## src/rtl/shift_seq_unit_if.sv

```systemverilog
// shift_seq_unit_if: start/done handshake and data bus of the iterative shifter
interface shift_seq_unit_if;
  logic        start;
  logic [2:0]  op;
  logic [31:0] data_in;
  logic [4:0]  shamt;
  logic [31:0] data_out;
  logic        busy;
  logic        done;
  modport master (output start, op, data_in, shamt, input data_out, busy, done);
  modport slave (input start, op, data_in, shamt, output data_out, busy, done);
endinterface

```

## src/rtl/shift_seq_unit.sv

```systemverilog
// shift_seq_unit: iterative 32-bit shifter/rotator, one bit position per clock
module shift_seq_unit (
  input logic             clk,
  input logic             reset,
  shift_seq_unit_if.slave bus
);
  typedef enum logic [1:0] {IDLE, SHIFT, DONE} state_t;
  state_t      state, state_nx;
  logic [31:0] d, d_nx, step;
  logic [4:0]  cnt, cnt_nx;
  logic [2:0]  op_r, op_nx;
  // single-bit step of the latched operation; codes 5-7 leave the value alone
  always_comb begin
    step = op_r == 3'd0 ? {d[30:0], 1'b0} :
           op_r == 3'd1 ? {1'b0, d[31:1]} :
           op_r == 3'd2 ? {d[31], d[31:1]} :
           op_r == 3'd3 ? {d[0], d[31:1]} :
           op_r == 3'd4 ? {d[30:0], d[31]} : d;
  end
  // next-state and datapath updates: accept in IDLE, iterate in SHIFT, leave DONE unconditionally
  always_comb begin
    state_nx = state;
    d_nx     = d;
    cnt_nx   = cnt;
    op_nx    = op_r;
    if (state == IDLE && bus.start) begin
      d_nx     = bus.data_in;
      cnt_nx   = bus.shamt;
      op_nx    = bus.op;
      state_nx = bus.shamt == 5'd0 ? DONE : SHIFT;
    end else if (state == SHIFT) begin
      d_nx     = step;
      cnt_nx   = cnt - 5'd1;
      state_nx = cnt == 5'd1 ? DONE : SHIFT;
    end else if (state == DONE) begin
      state_nx = IDLE;
    end
  end
  // registers; active-low synchronous reset aborts any operation without a done pulse
  always_ff @(posedge clk) begin
    if (!reset) begin
      state <= IDLE;
      d     <= 32'h0;
      cnt   <= 5'd0;
      op_r  <= 3'd0;
    end else begin
      state <= state_nx;
      d     <= d_nx;
      cnt   <= cnt_nx;
      op_r  <= op_nx;
    end
  end
  assign bus.data_out = d;
  assign bus.busy     = state != IDLE;
  assign bus.done     = state == DONE;
endmodule

```

## src/flat_wrapper.sv

```systemverilog
// flat-port wrapper written by rule: the top's interface ports become plain ports
module shift_seq_unit_flat 
  (clk, reset, bus_start, bus_op, bus_data_in, bus_shamt, bus_data_out, bus_busy, bus_done);
  shift_seq_unit_if bus_i ();
  input logic clk;
  input logic reset;
  input wire logic [$bits(bus_i.start)-1:0] bus_start;
  input wire logic [$bits(bus_i.op)-1:0] bus_op;
  input wire logic [$bits(bus_i.data_in)-1:0] bus_data_in;
  input wire logic [$bits(bus_i.shamt)-1:0] bus_shamt;
  output wire logic [$bits(bus_i.data_out)-1:0] bus_data_out;
  output wire logic [$bits(bus_i.busy)-1:0] bus_busy;
  output wire logic [$bits(bus_i.done)-1:0] bus_done;
  assign bus_i.start = bus_start;
  assign bus_i.op = bus_op;
  assign bus_i.data_in = bus_data_in;
  assign bus_i.shamt = bus_shamt;
  assign bus_data_out = bus_i.data_out;
  assign bus_busy = bus_i.busy;
  assign bus_done = bus_i.done;
  shift_seq_unit u_core (.clk(clk), .reset(reset), .bus(bus_i));
endmodule
```

## config.mk

```make
export PLATFORM = sky130hd
export DESIGN_NAME = shift_seq_unit_flat
export DESIGN_NICKNAME = d
export VERILOG_FILES = /design/src/rtl/shift_seq_unit_if.sv /design/src/rtl/shift_seq_unit.sv /design/src/flat_wrapper.sv
export SDC_FILE = /design/constraint.sdc
export NUM_CORES = 1
export LEC_CHECK = 0
export ABC_AREA = 1
export CORE_UTILIZATION = 43
export DETAILED_ROUTE_END_ITERATION = 10
export PLACE_DENSITY_LB_ADDON = 0.05
export SKIP_LAST_GASP = 1
export SYNTH_ARGS = -nofsm -noshare
export SYNTH_HDL_FRONTEND = slang
export SYNTH_SLANG_ARGS = --single-unit
```

## constraint.sdc

```tcl
create_clock -name clk -period 1.74 [get_ports clk]
set_input_delay 0.174 -clock clk [delete_from_list [all_inputs] [get_ports clk]]
set_output_delay 0.174 -clock clk [all_outputs]
set_load 0.05 [all_outputs]
```

Word-level counts from Yosys, hierarchy flattened

Cells that the tools add are included.
Widths: inputs -> output; s select.

Bits in writable memories: 0
Bits in latches: 0
Bits of input ports: 43
Bits in read-only memories: 0
Word-level logic and storage cells: 39
Memories: 0
Output and inout port bits: 34
Flip-flop bits (word level): 42

Add/sub/neg operators: 1
Mux-type cells: 14
Equality and inequality tests: 8
Shift-type cells: 0
Reductions and logical operators: 11
$mul: 0
Bitwise logic cells: 0
$lt $le $gt $ge: 0
Div/mod/pow operators: 0

Operators with widths:

| kind                | count |
|---|---|
| $mux 32             | 7 |
| $mux 2              | 5 |
| $mux 5              | 2 |
| $eq 3x2->1 const B  | 2 |
| $reduce_bool 6->1   | 1 |
| $eq 5x1->1 const B  | 1 |
| $logic_not 5->1     | 1 |
| $reduce_bool 5->1   | 1 |
| $sub 5x1->5 const B | 1 |
| $ne 4x2->1 const B  | 1 |
| $reduce_bool 2->1   | 2 |
| $eq 3x1->1 const B  | 1 |
| $eq 3x3->1 const B  | 1 |
| $logic_not 3->1     | 1 |
| $reduce_and 3->1    | 1 |
| $reduce_bool 3->1   | 1 |
| $eq 2x1->1 const B  | 1 |
| $eq 2x2->1 const B  | 1 |
| $logic_not 2->1     | 1 |
| $reduce_and 2->1    | 1 |
| $logic_and 1x1->1   | 1 |

Depth between registers and ports, before layout

Gate-level depths: netlist of run 1.

Word-level depth: 8
Mapped depth: 10
Depth with buffers taken out: 9

Worst setup path before layout of run 1

No wires, ideal clock.

Path kind: register -> register
Start: register u_core.state[0]
End: register u_core.d[12] (netlist: u_core.bus.data_out[12])
Stages on the path, launching flop included: 11
Setup time: 0.114 ns
Arrival time: 1.293 ns
Path slack: 0.333 ns
Period minus slack after synthesis: 1.407 ns
Path buffers: 2
Data required time: 1.626 ns
Path through: dfxtp_1 inv_1 ha_1 nand2_4 inv_2 buf_6 buf_6 nand2_1 nand3_1 a21oi_1 nor2_1

Cells in the longest elaborated chain, start to end: 4
Elaborated cells between the ends (all ways): 7
Classes of those cells: eq/ne: 1; mux: 1; reduce/logical: 5

Ends and longest elaborated chain:

| element                                                          | line                 | text |
|---|---|---|
| start, declared                                                  | shift_seq_unit.sv:8  | `state_t state, state_nx;` |
| start signal, assigned                                           | shift_seq_unit.sv:47 | `state <= state_nx;` |
| $logic_not 2->1                                                  | shift_seq_unit.sv:26 | `if (state == IDLE && bus.start) begin` |
| $logic_and 1x1->1                                                | shift_seq_unit.sv:26 |  |
| $reduce_bool 6->1 (no line) or $reduce_bool 2->1 (tied branches) | -                    |  |
| $reduce_and 2->1 (no line)                                       | -                    |  |
| end signal, assigned                                             | shift_seq_unit.sv:48 | `d <= d_nx;` |
| end, declared                                                    | shift_seq_unit.sv:9  | `logic [31:0] d, d_nx, step;` |

Several ways; a longest one is shown, not always the timed one.
A chain may end at the register's enable or synchronous reset.

Worst setup path after layout of run 1

Start: register u_core.d[21] (netlist: u_core.bus.data_out[21])
End: output bus_data_out[21]

RTL lines:

| element       | line               | text |
|---|---|---|
| end, declared | flat_wrapper.sv:11 | `output wire logic [$bits(bus_i.data_out)-1:0] bus_data_out;` |

No word-level cell between the ends.

==> out/metrics.yaml, run 1 <==
outcome:
  status: "finished, final reports clean"
clock_network:
  cts_root_buf: "clkbuf_8"
  h-tree-depth: 2
  cts_made_buffers: 5
  cts_buffer_depth: 2
  clock_latency_ns: 0.29
  cts_tree: "built"
  clkSinkCount: 42
  path_clk_slew_ns: 0.08
  cts_setup_buffers: 0
global_route:
  track_usage_pct: 24.28
  grt_pass1_vias: 2787
  grt_first_pass_wirelength_mm: 12.67
  overflow: 0
  grt_start_max_net_pins: 27
  antenna_found_initial: 0
timing:
  skew_ns: 0.008004
  tightest_slew_ns: 0.5057
  drv_slew: 0
  layout_min_cycle_time_ns: 1.694
  rsz0062_at_grt: "false"
  fmax_mhz: 590.3
  period_share_pct: 97.36
  setup_tns_ns: 0
  slew_headroom_pct: 66.23
  setup_violations: 0
  finalHoldViolCount: 0
floorplan:
  fp.dieH_um: 82.28
  std_cell_rows: 28
  die-area_um2: 6770
  io_pins: 77
  coreArea_um2: 6061
  initial_core_util_pct: 45.73
  die_w_um: 82.28
logic_synthesis:
  ys_seq_elements: 42
  yosysUniqueCellTypes: 23
  synthCells: 481
  yosys_warnings: 0
  seq_area_frac_synth_pct: 30.34
  syn_nets: 529
  netlist_area_um2: 2771
  synth.avg_cell_area_um2: 5.762
cells_and_area:
  fill_cells: 606
  area_growth_pct: 35.62
  final_area_um2: 3759
  drive_above_1_share_pct: 7.568
  nNetsFinal: 602
  diodes: 0
route:
  drc: 0
  routed_wl_mm: 7.830
  detail-route-antenna-nets: 0
  wire_per_inst_um: 12.43
  drtIter0Drc: 170
  via_count: 3218
  dr.pass1.iters: 5
  post_drt_via_cell_ratio: 5.108
pwr:
  power_mw: 4.482
  leakage_nw: 2.000
  power_density_nw_per_um2: 1192
  ir_drop_uv: 660.3
critical_path:
  path_cells: "clkdlybuf4s50_1"
  critPathCaptureType: "output port"
  cp.required_ns: 1.57
  critPathKind: "reg2out"
  cpPeakStageDelay_ns: 0.83
  cp.arrival_ns: 1.52
  cp_max_fo: 4
  crit_buf_inv: 1
  crit_family: "buffers and inverters"
  cp_slowest_cell: "clkdlybuf4s50_1"
  critPathLaunchType: "flip-flop"
placement:
  port_buffers: 76
  place_hpwl_mm: 5.466
  placed_area_um2: 3621
  gp_congestion: 0.8648
flow_run:
  drv_cap: 0
worst_hold_path:
  hold_path_class: "in2reg"
worst paths after layout:
check                          start                 endpoint  slack, ns  cells after the start
max reg2reg          u_core.state[0]  u_core.bus.data_out[17]       0.16                      9
min                        bus_op[2]           u_core.op_r[2]       0.45                      3
max          u_core.bus.data_out[21]         bus_data_out[21]       0.05                      1
min reg2reg          u_core.state[1]          u_core.state[1]       0.49                      2
cell usage after synthesis:
master | n | area share [%]
nand2_1 | 184 | 25
nand3_1 | 71 | 13
inv_1 | 52 | 7.0
dfxtp_1 | 42 | 30
nor2_1 | 41 | 5.6
a21oi_1 | 37 | 6.7
buf_2 | 17 | 3.1
clkbuf_1 | 7 | 0.95
ha_1 | 5 | 2.3
o21ai_0 | 5 | 0.90
buf_4 | 3 | 0.81
inv_2 | 3 | 0.41
buf_6 | 2 | 0.81
nand2_4 | 2 | 0.81
o211ai_1 | 2 | 0.54
a211oi_1 | 1 | 0.27
a31oi_1 | 1 | 0.23
buf_1 | 1 | 0.14
nand2_2 | 1 | 0.23
nand3_2 | 1 | 0.36
nand4_1 | 1 | 0.23
nor2_4 | 1 | 0.41
o22ai_1 | 1 | 0.23
per-stage QoR:
step	hold slack [ns]	std cells	setup slack [ns]	utilization, %
floorplan	0.3178	481	0.3328	-
global placement	0.4725	622	0.1789	59.74
detailed placement	0.4865	622	0.1300	59.74
CTS	0.4390	630	0.01609	61.50
global route	0.4696	630	0.0005161	62.01
finish	0.4460	630	0.04602	62.01
report_power, final:
part | leakage, nW | internal, mW | switching (mW)
sequential | 0.348 | 1.15 | 0.200
combinational | 1.60 | 0.858 | 1.51
clock | 0.0524 | 0.430 | 0.334
total | 2.00 | 2.44 | 2.04
routing by layer:
metal / wire length (um) / global-route usage, % / vias to the layer above
li1: - / - / 1645
met1: 3509 / 30.04 / 1450
met2: 3705 / 40.83 / 113
met3: 501 / 4.615 / 10
met4: 113 / 10.53 / 0
met5: 0 / 0 / -
area by class of cell:
cell class	instances	area [um2]	area share (%)
flip-flops and latches	42	840.8	22.37
inverters	55	206.4	5.493
clock inverters	1	30.03	0.7989
multi-input cells	354	1564	41.61
well taps	75	93.84	2.497
repair buffers	96	947.2	25.20
clock buffers	7	76.32	2.031
cell usage in the layout, fill, tap and decap left out, types with 3 or more instances in the layout:
cell	synthesis	layout
a21oi_1	37	37
buf_4	3	25
clkbuf_8	0	5
clkdlybuf4s50_1	0	57
dfxtp_1	42	42
dlymetal6s2s_1	0	11
ha_1	5	5
inv_1	52	52
inv_2	3	3
nand2_1	184	184
nand3_1	71	71
nor2_1	41	41
o21ai_0	5	5
registers in the layout (all words and copies together) (netlist names):
| register | count |
|---|---|
| u_core.cnt | 5 |
| u_core.op_r | 3 |
| u_core.bus.data_out | 32 |
| u_core.state | 2 |
kinds of logic (layout without fill, tap and decap cells):
group / after synthesis / after routing / synth area share [%]
AND/OR/NAND/NOR: 302 / 302 / 45.33
AO/OA/AOI/OAI: 47 / 47 / 8.849
buffers and inverters: 85 / 159 / 13.23
adder cells (fa/ha/maj): 5 / 5 / 2.257
flip-flops: 42 / 42 / 30.34
what timing repair did:
item | in CTS | in global routing
setup endpoints to repair | 0 | 14
hold buffers | 0 | 0
resized for setup | 0 | 12
endpoints found under the hold margin | 0 | 0
(Power assumes the default switching activity.)
==> run 2: changes to the inputs <==
REMOVE_ABC_BUFFERS = 1   (was not set)
clock period = 1.89 ns   (was 1.74 ns; I/O delays follow)
==> run 2 against run 1 <==
Net effect:
- via count decreased by 2.1%
- critical path depth did not move
- clock power shrank 20%
- non-clock buffer count decreased by 6
- sequential power is 7% lower
- wire length rose by 0.11%
- largest cell class unchanged
- highest routed layer unchanged
==> out/metrics.yaml, run 2 (synthesized netlist as in run 1, its figures left out) <==
placement:
  place_ws_ns: 0.3183  # +0.1883 ns
  port_buffers: 76  # unchanged
  place_hpwl_mm: 5.316  # -2.7%
  gp_congestion: 0.8310  # -3.9%
route:
  wl_met1_mm: 3.625  # +3.3%
  drc: 0  # unchanged
  routed_wl_mm: 7.839  # +0.11%
  detail-route-antenna-nets: 0  # unchanged
  highest_layer: "met4"
  drtIter0Drc: 296  # +74%
  dr.pass1.iters: 5  # unchanged
  post_drt_via_cell_ratio: 5.048  # -1.2%
  met3_length_um: 564  # +13%
  route.met2.wl_mm: 3.573  # -3.6%
  via_count: 3150  # -2.1%
  wire_per_inst_um: 12.56  # +1.1%
critical_path:
  cp.required_ns: 1.70  # +0.13 ns
  cp_num_cells: 1  # unchanged
  crit_end: "bus_data_out[29]"
  crit_buf_inv: 1  # unchanged
  critPathCaptureType: "output port"
  r2r_cells: 9  # unchanged
  r2r_start: "u_core.state[1]"
  reg2reg_to: "u_core.bus.data_out[18]"
  cp_max_fo: 4  # unchanged
  rrSetupSlack_ns: 0.29  # +0.13 ns
  cp-startpoint: "u_core.bus.data_out[29]"
  cp.arrival_ns: 1.56  # +0.04 ns
  cp_slowest_cell: "clkdlybuf4s50_1"
  cpPeakStageDelay_ns: 0.84  # about the same
  path_cells: "clkdlybuf4s50_1"
  crit_family: "buffers and inverters"
  critPathLaunchType: "flip-flop"
  critPathKind: "reg2out"
pwr:
  power_mw: 3.997  # -11%
  power_density_nw_per_um2: 1085  # -9.0%
  ir_drop_uv: 550.8  # -17%
  leakage_nw: 1.791  # -10%
timing:
  layout_min_cycle_time_ns: 1.751
  setup_ws_ns: 0.1386  # +0.09258 ns
  fmax_mhz: 571.0
  setup_violations: 0  # unchanged
  period_share_pct: 92.67
  drv_slew: 0  # unchanged
  finalHoldViolCount: 0  # unchanged
  slew_headroom_pct: 66.38  # +0.15 points
  tightest_slew_ns: 0.5028  # -0.002927 ns
  rsz0062_at_grt: "false"
  skew_ns: 0.003195  # -0.004809 ns
floorplan:
  std_cell_rows: 28  # unchanged
  initial_core_util_pct: 45.73  # unchanged
  coreArea_um2: 6061  # unchanged
  die_w_um: 82.28  # unchanged
  die-area_um2: 6770  # unchanged
  fp.dieH_um: 82.28  # unchanged
  io_pins: 77  # unchanged
cells_and_area:
  area_growth_pct: 32.87
  fill_cells: 578  # -4.6%
  layout_commonest_cell: "nand2_1"
  layout_common_cells: "nand2_1, clkdlybuf4s50_1, nand3_1, inv_1, dfxtp_1"
  drive_above_1_share_pct: 5.647  # -1.9 points
  nNetsFinal: 596  # -1.0%
  multiInputGateArea_um2: 1564  # unchanged
  largest_register_ff_count: 32  # unchanged
  diodes: 0  # unchanged
  regArea_um2: 840.8  # unchanged
clock_network:
  postCtsHoldBufs: 0  # unchanged
  cts_made_buffers: 5  # unchanged
  cts_root_buf: "clkbuf_8"
  cts_resized: 0  # unchanged
  cts_buffer_depth: 2  # unchanged
  cts_setup_buffers: 0  # unchanged
  clkSinkCount: 42  # unchanged
  path_clk_slew_ns: 0.08  # about the same
  clock_latency_ns: 0.29  # about the same
  cts_tree: "built"
  h-tree-depth: 2  # unchanged
outcome:
  status: "finished, final reports clean"
global_route:
  grt_first_pass_wirelength_mm: 13.01  # +2.7%
  grt_start_max_net_pins: 32  # +19%
  overflow: 0  # unchanged
  grt_pass1_vias: 2845  # +2.1%
  track_usage_pct: 24.77  # +0.49 points
  antenna_found_initial: 0  # unchanged
flow_run:
  drv_cap: 0  # unchanged
worst_hold_path:
  hold_path_class: "in2reg"
==> run 2: cell count changes in the layout (fill, tap and decap cells not counted) <==
| cell | previous run | this run |
|---|---|---|
| buf_4 | 25 | 14 |
| clkinv_2 | 0 | 1 |
| clkbuf_8 | 5 | 6 |
| bufinv_16 | 1 | 0 |
| clkbuf_1 | 2 | 1 |
| buf_6 | 1 | 0 |
| dlymetal6s2s_1 | 11 | 0 |
| clkdlybuf4s50_1 | 57 | 74 |
==> run 2: where the power goes <==
| part | internal, mW | leakage, nW | switching, mW |
|---|---|---|---|
| logic | 0.767 | 1.40 | 1.37 |
| clock network | 0.295 | 0.0482 | 0.313 |
| registers | 1.06 | 0.348 | 0.188 |
| total | 2.12 | 1.79 | 1.87 |
==> run 2: worst min-delay path by stage <==
| stage | from | end | slack (ns) | cells after the start |
|---|---|---|---|---|
| after floorplan | reset | u_core.cnt[0] | 0.29 | 2 |
| after detailed placement | u_core.state[1] | u_core.state[1] | 0.48 | 2 |
| final | bus_op[2] | u_core.op_r[2] | 0.46 | 3 |
| after global routing | bus_op[2] | u_core.op_r[2] | 0.47 | 3 |
| after CTS | bus_op[2] | u_core.op_r[2] | 0.45 | 3 |
| after global placement | u_core.state[1] | u_core.state[1] | 0.48 | 2 |
==> run 2: layout make-up <==
| type | count | share of cell area [%] |
|---|---|---|
| Timing Repair Buffer | 90 | 24.06 |
| Tap cell | 75 | 2.548 |
| Sequential cell | 42 | 22.83 |
| Inverter | 55 | 5.607 |
| Multi-Input combinational cell | 354 | 42.47 |
| Clock inverter | 1 | 0.1359 |
| Clock buffer | 7 | 2.345 |
==> run 2: through the flow <==
stage / TNS, ns / util, % / hold WS, ns / cells / instance area, um2
floorplan: -12.48 / - / 0.2866 / 451 / 2611
global placement: 0 / 59.25 / 0.4840 / 616 / 3591
detailed placement: 0 / 59.25 / 0.4759 / 616 / 3591
CTS: 0 / 60.76 / 0.4503 / 624 / 3682
global route: 0 / 60.76 / 0.4711 / 624 / 3682
finish: 0 / 60.76 / 0.4603 / 624 / 3682
==> run 2: per-layer routing <==
metal	global-route usage, %	vias to the layer above
met5	0	-
met4	8.246	0
met3	3.187	9
met2	40.50	126
met1	33.44	1386
li1	-	1629
